===== config.mk =====
export PLATFORM = sky130hd
export DESIGN_NAME = scsi_master_cycle
export DESIGN_NICKNAME = d
export VERILOG_FILES = /design/src/rtl/scsi_pkg.sv /design/src/rtl/sync2.sv /design/src/rtl/scsi_master_cycle.sv
export SDC_FILE = /design/constraint.sdc
export NUM_CORES = 1
export LEC_CHECK = 0
export ABC_AREA = 1
export CAP_MARGIN = 40
export CORE_MARGIN = 2
export CORE_UTILIZATION = 45
export DETAILED_ROUTE_END_ITERATION = 10
export PLACE_DENSITY = 0.85
export SETUP_SLACK_MARGIN = 0.15
export SYNTH_ARGS = -nofsm -noshare
export SYNTH_HDL_FRONTEND = slang
export SYNTH_SLANG_ARGS = --single-unit

===== constraint.sdc =====
create_clock -name CLK -period 1.7 [get_ports CLK]
set_clock_uncertainty 0.1 [all_clocks]
set_input_delay 0.17 -clock CLK [delete_from_list [all_inputs] [get_ports CLK]]
set_output_delay 0.17 -clock CLK [all_outputs]
set_load 0.03 [all_outputs]

===== src/rtl/scsi_pkg.sv =====
// Shared types and constants for the SCSI DMA bus-master sequencer.
package scsi_pkg;

    typedef enum logic [2:0] {
        IDLE = 3'd0,
        REQ  = 3'd1,
        OWN  = 3'd2,
        FCS  = 3'd3,
        ACK  = 3'd4,
        ERR  = 3'd5,
        END  = 3'd6
    } master_state_t;

    localparam int unsigned TIMEOUT_CYCLES_DEF = 255;

endpackage


===== src/rtl/sync2.sv =====
// Two-flop synchronizer for active-low asynchronous inputs; resets to the inactive level (1).
module sync2 (
    input  logic CLK,
    input  logic RESET_n,
    input  logic d,
    output logic q
);

    logic meta_q;

    always_ff @(posedge CLK or negedge RESET_n) begin
        if (!RESET_n) begin
            meta_q <= 1'b1;
            q      <= 1'b1;
        end else begin
            meta_q <= d;
            q      <= meta_q;
        end
    end

endmodule


===== src/rtl/scsi_master_cycle.sv =====
// Zorro III bus-master sequencer for SCSI DMA: arbitration, FCS cycles, STA/STEA to the chip.
// Define MASTER_TIMEOUT_EN to add the DTACK timeout counter and the ERR (STEA_n) path.
module scsi_master_cycle #(
    parameter int unsigned TIMEOUT_CYCLES = scsi_pkg::TIMEOUT_CYCLES_DEF
) (
    input  logic CLK,
    input  logic RESET_n,
    input  logic SBR_n,
    input  logic SMAS_n,
    input  logic SREAD,
    input  logic BG_n,
    input  logic DTACK_n,
    output logic zorro_br,
    output logic bus_owned,
    output logic master_fcs,
    output logic master_read,
    output logic master_doe,
    output logic SBG_n,
    output logic STA_n,
    output logic STEA_n
);

    import scsi_pkg::*;

    logic bg_n_s, dtack_n_s;
    logic bg, dtack;

    sync2 u_sync_bg (
        .CLK     (CLK),
        .RESET_n (RESET_n),
        .d       (BG_n),
        .q       (bg_n_s)
    );

    sync2 u_sync_dtack (
        .CLK     (CLK),
        .RESET_n (RESET_n),
        .d       (DTACK_n),
        .q       (dtack_n_s)
    );

    assign bg    = ~bg_n_s;
    assign dtack = ~dtack_n_s;

    master_state_t state_q, state_d;
    logic read_d;
    logic br_d, owned_d, fcs_d, doe_d, sta_n_d;

`ifdef MASTER_TIMEOUT_EN
    localparam logic [7:0] TimeoutMax = 8'(TIMEOUT_CYCLES);
    logic [7:0] cnt_q, cnt_d;
    logic       stea_n_d;
`endif

    always_comb begin
        state_d = state_q;
        read_d  = master_read;
`ifdef MASTER_TIMEOUT_EN
        cnt_d   = cnt_q;
`endif
        case (state_q)
            IDLE: if (!SBR_n) state_d = REQ;
            REQ: begin
                if (bg)         state_d = OWN;
                else if (SBR_n) state_d = IDLE;
            end
            OWN: begin
                if (!SMAS_n) begin
                    state_d = FCS;
                    read_d  = SREAD;
`ifdef MASTER_TIMEOUT_EN
                    cnt_d   = 8'd0;
`endif
                end else if (SBR_n) begin
                    state_d = IDLE;
                end
            end
            // A chip abort (SMAS_n released) takes priority over a late DTACK.
            FCS: begin
                if (SMAS_n)     state_d = END;
                else if (dtack) state_d = ACK;
`ifdef MASTER_TIMEOUT_EN
                else if (cnt_q >= TimeoutMax) state_d = ERR;
                else if (cnt_q != 8'hFF)      cnt_d = cnt_q + 8'd1;
`endif
            end
            ACK: state_d = END;
`ifdef MASTER_TIMEOUT_EN
            ERR: state_d = END;
`endif
            END: if (SMAS_n && !dtack) state_d = OWN;
            default: begin
                state_d = IDLE;
                read_d  = 1'b0;
            end
        endcase

        // Outputs are decoded from the next state so every output is a flop.
        br_d    = (state_d == REQ);
        owned_d = (state_d inside {OWN, FCS, ACK, ERR, END});
        fcs_d   = (state_d inside {FCS, ACK, ERR});
        doe_d   = fcs_d && !read_d;
        sta_n_d = (state_d != ACK);
`ifdef MASTER_TIMEOUT_EN
        stea_n_d = (state_d != ERR);
`endif
    end

    always_ff @(posedge CLK or negedge RESET_n) begin
        if (!RESET_n) begin
            state_q     <= IDLE;
            zorro_br    <= 1'b0;
            bus_owned   <= 1'b0;
            master_fcs  <= 1'b0;
            master_read <= 1'b0;
            master_doe  <= 1'b0;
            SBG_n       <= 1'b1;
            STA_n       <= 1'b1;
        end else begin
            state_q     <= state_d;
            zorro_br    <= br_d;
            bus_owned   <= owned_d;
            master_fcs  <= fcs_d;
            master_read <= read_d;
            master_doe  <= doe_d;
            SBG_n       <= ~owned_d;
            STA_n       <= sta_n_d;
        end
    end

`ifdef MASTER_TIMEOUT_EN
    always_ff @(posedge CLK or negedge RESET_n) begin
        if (!RESET_n) begin
            cnt_q  <= 8'd0;
            STEA_n <= 1'b1;
        end else begin
            cnt_q  <= cnt_d;
            STEA_n <= stea_n_d;
        end
    end
`else
    assign STEA_n = 1'b1;
`endif

endmodule

==> results_dict.tcl <==
set metrics [dict create \
    status "completed" \
    grt_util_all_layers 0.1415 \
    yosysSeqAreaShare 0.6059 \
    grt_overflow 0 \
    synth_area_um2 590.6 \
    internal-power_mw 0.8322 \
    wl_per_cell_um 10.50 \
    cts_tree "yes" \
    cp_data_required_time_ps 1430 \
    antenna_found_initial 0 \
    clkLatencyLatePin_ps 270 \
    layout-drive-gt1-share 0.2597 \
    crit_slowest_cell "dfstp_2" \
    drc 0 \
    power_switching_share 0.4191 \
    grt_max_degree 15 \
    yosys_register_bits 14 \
    timing.fmax_mhz 690.6 \
    first_iter_violations 4 \
    fin_setup_tns_ps 0 \
    rr_worst_depth 8 \
    syn_area_per_cell_um2 9.681 \
    die_y_um 40.23 \
    cp-endpoint "SBG_n" \
    vdd_drop_max_uv 1231 \
    final_common_cell "nand2_1" \
    layout_common_cells "13 x nand2_1, 8 x inv_1, 8 x dfrtp_1, 6 x dfstp_2, 6 x clkdlybuf4s50_1" \
    switching_power_mw 0.6003 \
    rows 13 \
    cap_violations 0 \
    place_hpwl_um 793.4 \
    timing.final.ws_setup_ps 251.9 \
    hold_violations 0 \
    timing.final.crit_share 0.8518 \
    die_x_um 40.23 \
    worstSetupPathDepth 1 \
    relSlewSlack 0.6231 \
    r2r_start "state_q[1]" \
    path_clk_slew_ps 80 \
    cp.buffers_inverters 1 \
    instances_no_fill 92 \
    layout.nets 85 \
    cts_made_buffers 3 \
    post_cts_buffers 0 \
    place.gp.congestion 0.7072 \
    hold_class "in -> async" \
    syn_nets 68 \
    clock_sinks 14 \
    cts_max_level 1 \
    r2r_slack_ps 380 \
    cts_max_path_buffers 2 \
    worst_pin_slew_ps 563.6 \
    combinationalPowerShare 0.470 \
    ctsRootBufferMaster "clkbuf_4" \
    path_cells "dlygate4sd2_1" \
    cp-startpoint "SBG_n" \
    criticalPathCategory "reg -> out" \
    dieArea_um2 1618 \
    initial_core_util 0.4655 \
    powerDensity_nw_per_um2 1850 \
    synthCells 61 \
    drtAntennaViolNets 0 \
    dr.pass1.iters 2 \
    path_delay_family "flip-flops" \
    pin_count 15 \
    fin_crit_ps 1448 \
    portBuffers 13 \
    core_um2 1269 \
    grt_pass1_vias 376 \
    area.growth.synth_to_final_pct 31.14 \
    cpPeakStageDelay_ps 520 \
    finalMaxSlewViolations 0 \
    vias 423 \
    timing.rr.end "master_doe" \
    vias_per_cell 4.598 \
    crit_path_start_kind "flop" \
    cp-end-kind "output pin" \
    hold_slack_ps 161.2 \
    pwr-share-clk 0.156 \
    power.leakage_nw 0.4196 \
    ys_warn_count 0 \
    placedCellCount 88 \
    place_worst_setup_slack_ps 106.1 \
    total_power_mw 1.432 \
    p_seq_frac 0.374 \
    crit_path_max_fanout 1 \
    drt-total-wl_um 966 \
    rsz0062_at_grt "false" \
    synth.distinct_cells 17 \
    antenna_cells 0 \
    worst_ep_arrival_time_ps 1180 \
    grt_pass1_wl_mm 1.455 \
    setup_viol_count_final 0 \
]
==> power by group through the flow <==
stage	clock network [mW]	registers (mW)	logic, mW
5_1_grt	0.246	0.547	0.732
3_5_place_dp	0	0.543	0.710
3_3_place_gp	0	0.542	0.691
4_1_cts	0.226	0.539	0.689
6_report	0.223	0.536	0.673
2_1_floorplan	0	0.694	0.319
==> metal layers <==
| layer | track usage | vias up | share of wire |
|---|---|---|---|
| li1 | - | 217 | - |
| met2 | 0.2339 | 11 | 0.53 |
| met5 | 0 | - | 0 |
| met4 | 0.05000 | 0 | 0 |
| met3 | 0.05000 | 0 | 0.039 |
| met1 | 0.1703 | 195 | 0.43 |
==> flip-flops by register name, indices dropped and copies added (netlist names) <==
name,cells
master_fcs,1
zorro_br,1
bus_owned,1
u_sync_bg.meta_q,1
master_read,1
STA_n,1
u_sync_dtack.q,1
state_q,3
u_sync_dtack.meta_q,1
u_sync_bg.q,1
master_doe,1
SBG_n,1
==> cells by family (layout without fill, tap and decap cells) <==
logic type / count (synthesis) / after routing / share of synthesized area
buffers and inverters: 11 / 27 / 0.07628
DFF: 14 / 14 / 0.6059
other: 1 / 1 / 0.006350
AOI/OAI and AO/OA: 2 / 2 / 0.01693
and+or+nand+nor: 33 / 33 / 0.2945
==> Yosys cell counts <==
cell | instances | area share
nand2_1 | 13 | 0.083
dfrtp_1 | 8 | 0.34
inv_1 | 8 | 0.051
dfstp_2 | 6 | 0.27
nor2_1 | 5 | 0.032
nand3_1 | 4 | 0.034
nand2_2 | 3 | 0.032
inv_2 | 2 | 0.013
nand2_4 | 2 | 0.038
nand3b_1 | 2 | 0.025
nor2_2 | 2 | 0.021
buf_4 | 1 | 0.013
conb_1 | 1 | 0.0063
nand4_2 | 1 | 0.021
nor3_1 | 1 | 0.0085
o21ai_0 | 1 | 0.0085
o21ai_1 | 1 | 0.0085
==> layout make-up <==
| type | instances | area, µm² |
|---|---|---|
| Tap cell | 15 | 18.77 |
| Timing Repair Buffer | 13 | 136.4 |
| Sequential cell | 14 | 357.8 |
| Fill cell | 103 | 494.2 |
| Multi-Input combinational cell | 36 | 187.7 |
| Inverter | 10 | 37.54 |
| Clock buffer | 4 | 36.28 |
==> stage by stage <==
| step | instance area, µm² | utilization |
|---|---|---|
| global placement | 732.0 | 0.5769 |
| floorplan | 590.6 | - |
| global route | 774.5 | 0.6105 |
| detailed placement | 732.0 | 0.5769 |
| CTS | 764.5 | 0.6026 |
| finish | 774.5 | 0.6105 |
==> what timing repair did <==
item,CTS,global route
resized for setup,3,4
cloned,0,0
endpoints found under the setup margin,3,4
hold buffers,0,0
==> worst min-delay path by stage <==
| stage | cells past startpoint | slack [ps] | end |
|---|---|---|---|
| 4_1_cts | 1 | 180 | zorro_br |
| 5_1_grt | 1 | 200 | u_sync_dtack.meta_q |
| 6_report | 1 | 160 | zorro_br |
| 3_3_place_gp | 0 | 250 | u_sync_bg.q |
| 2_1_floorplan | 0 | -230 | bus_owned |
| 3_5_place_dp | 0 | 250 | u_sync_bg.q |
Power figures use the tool's default switching activity.
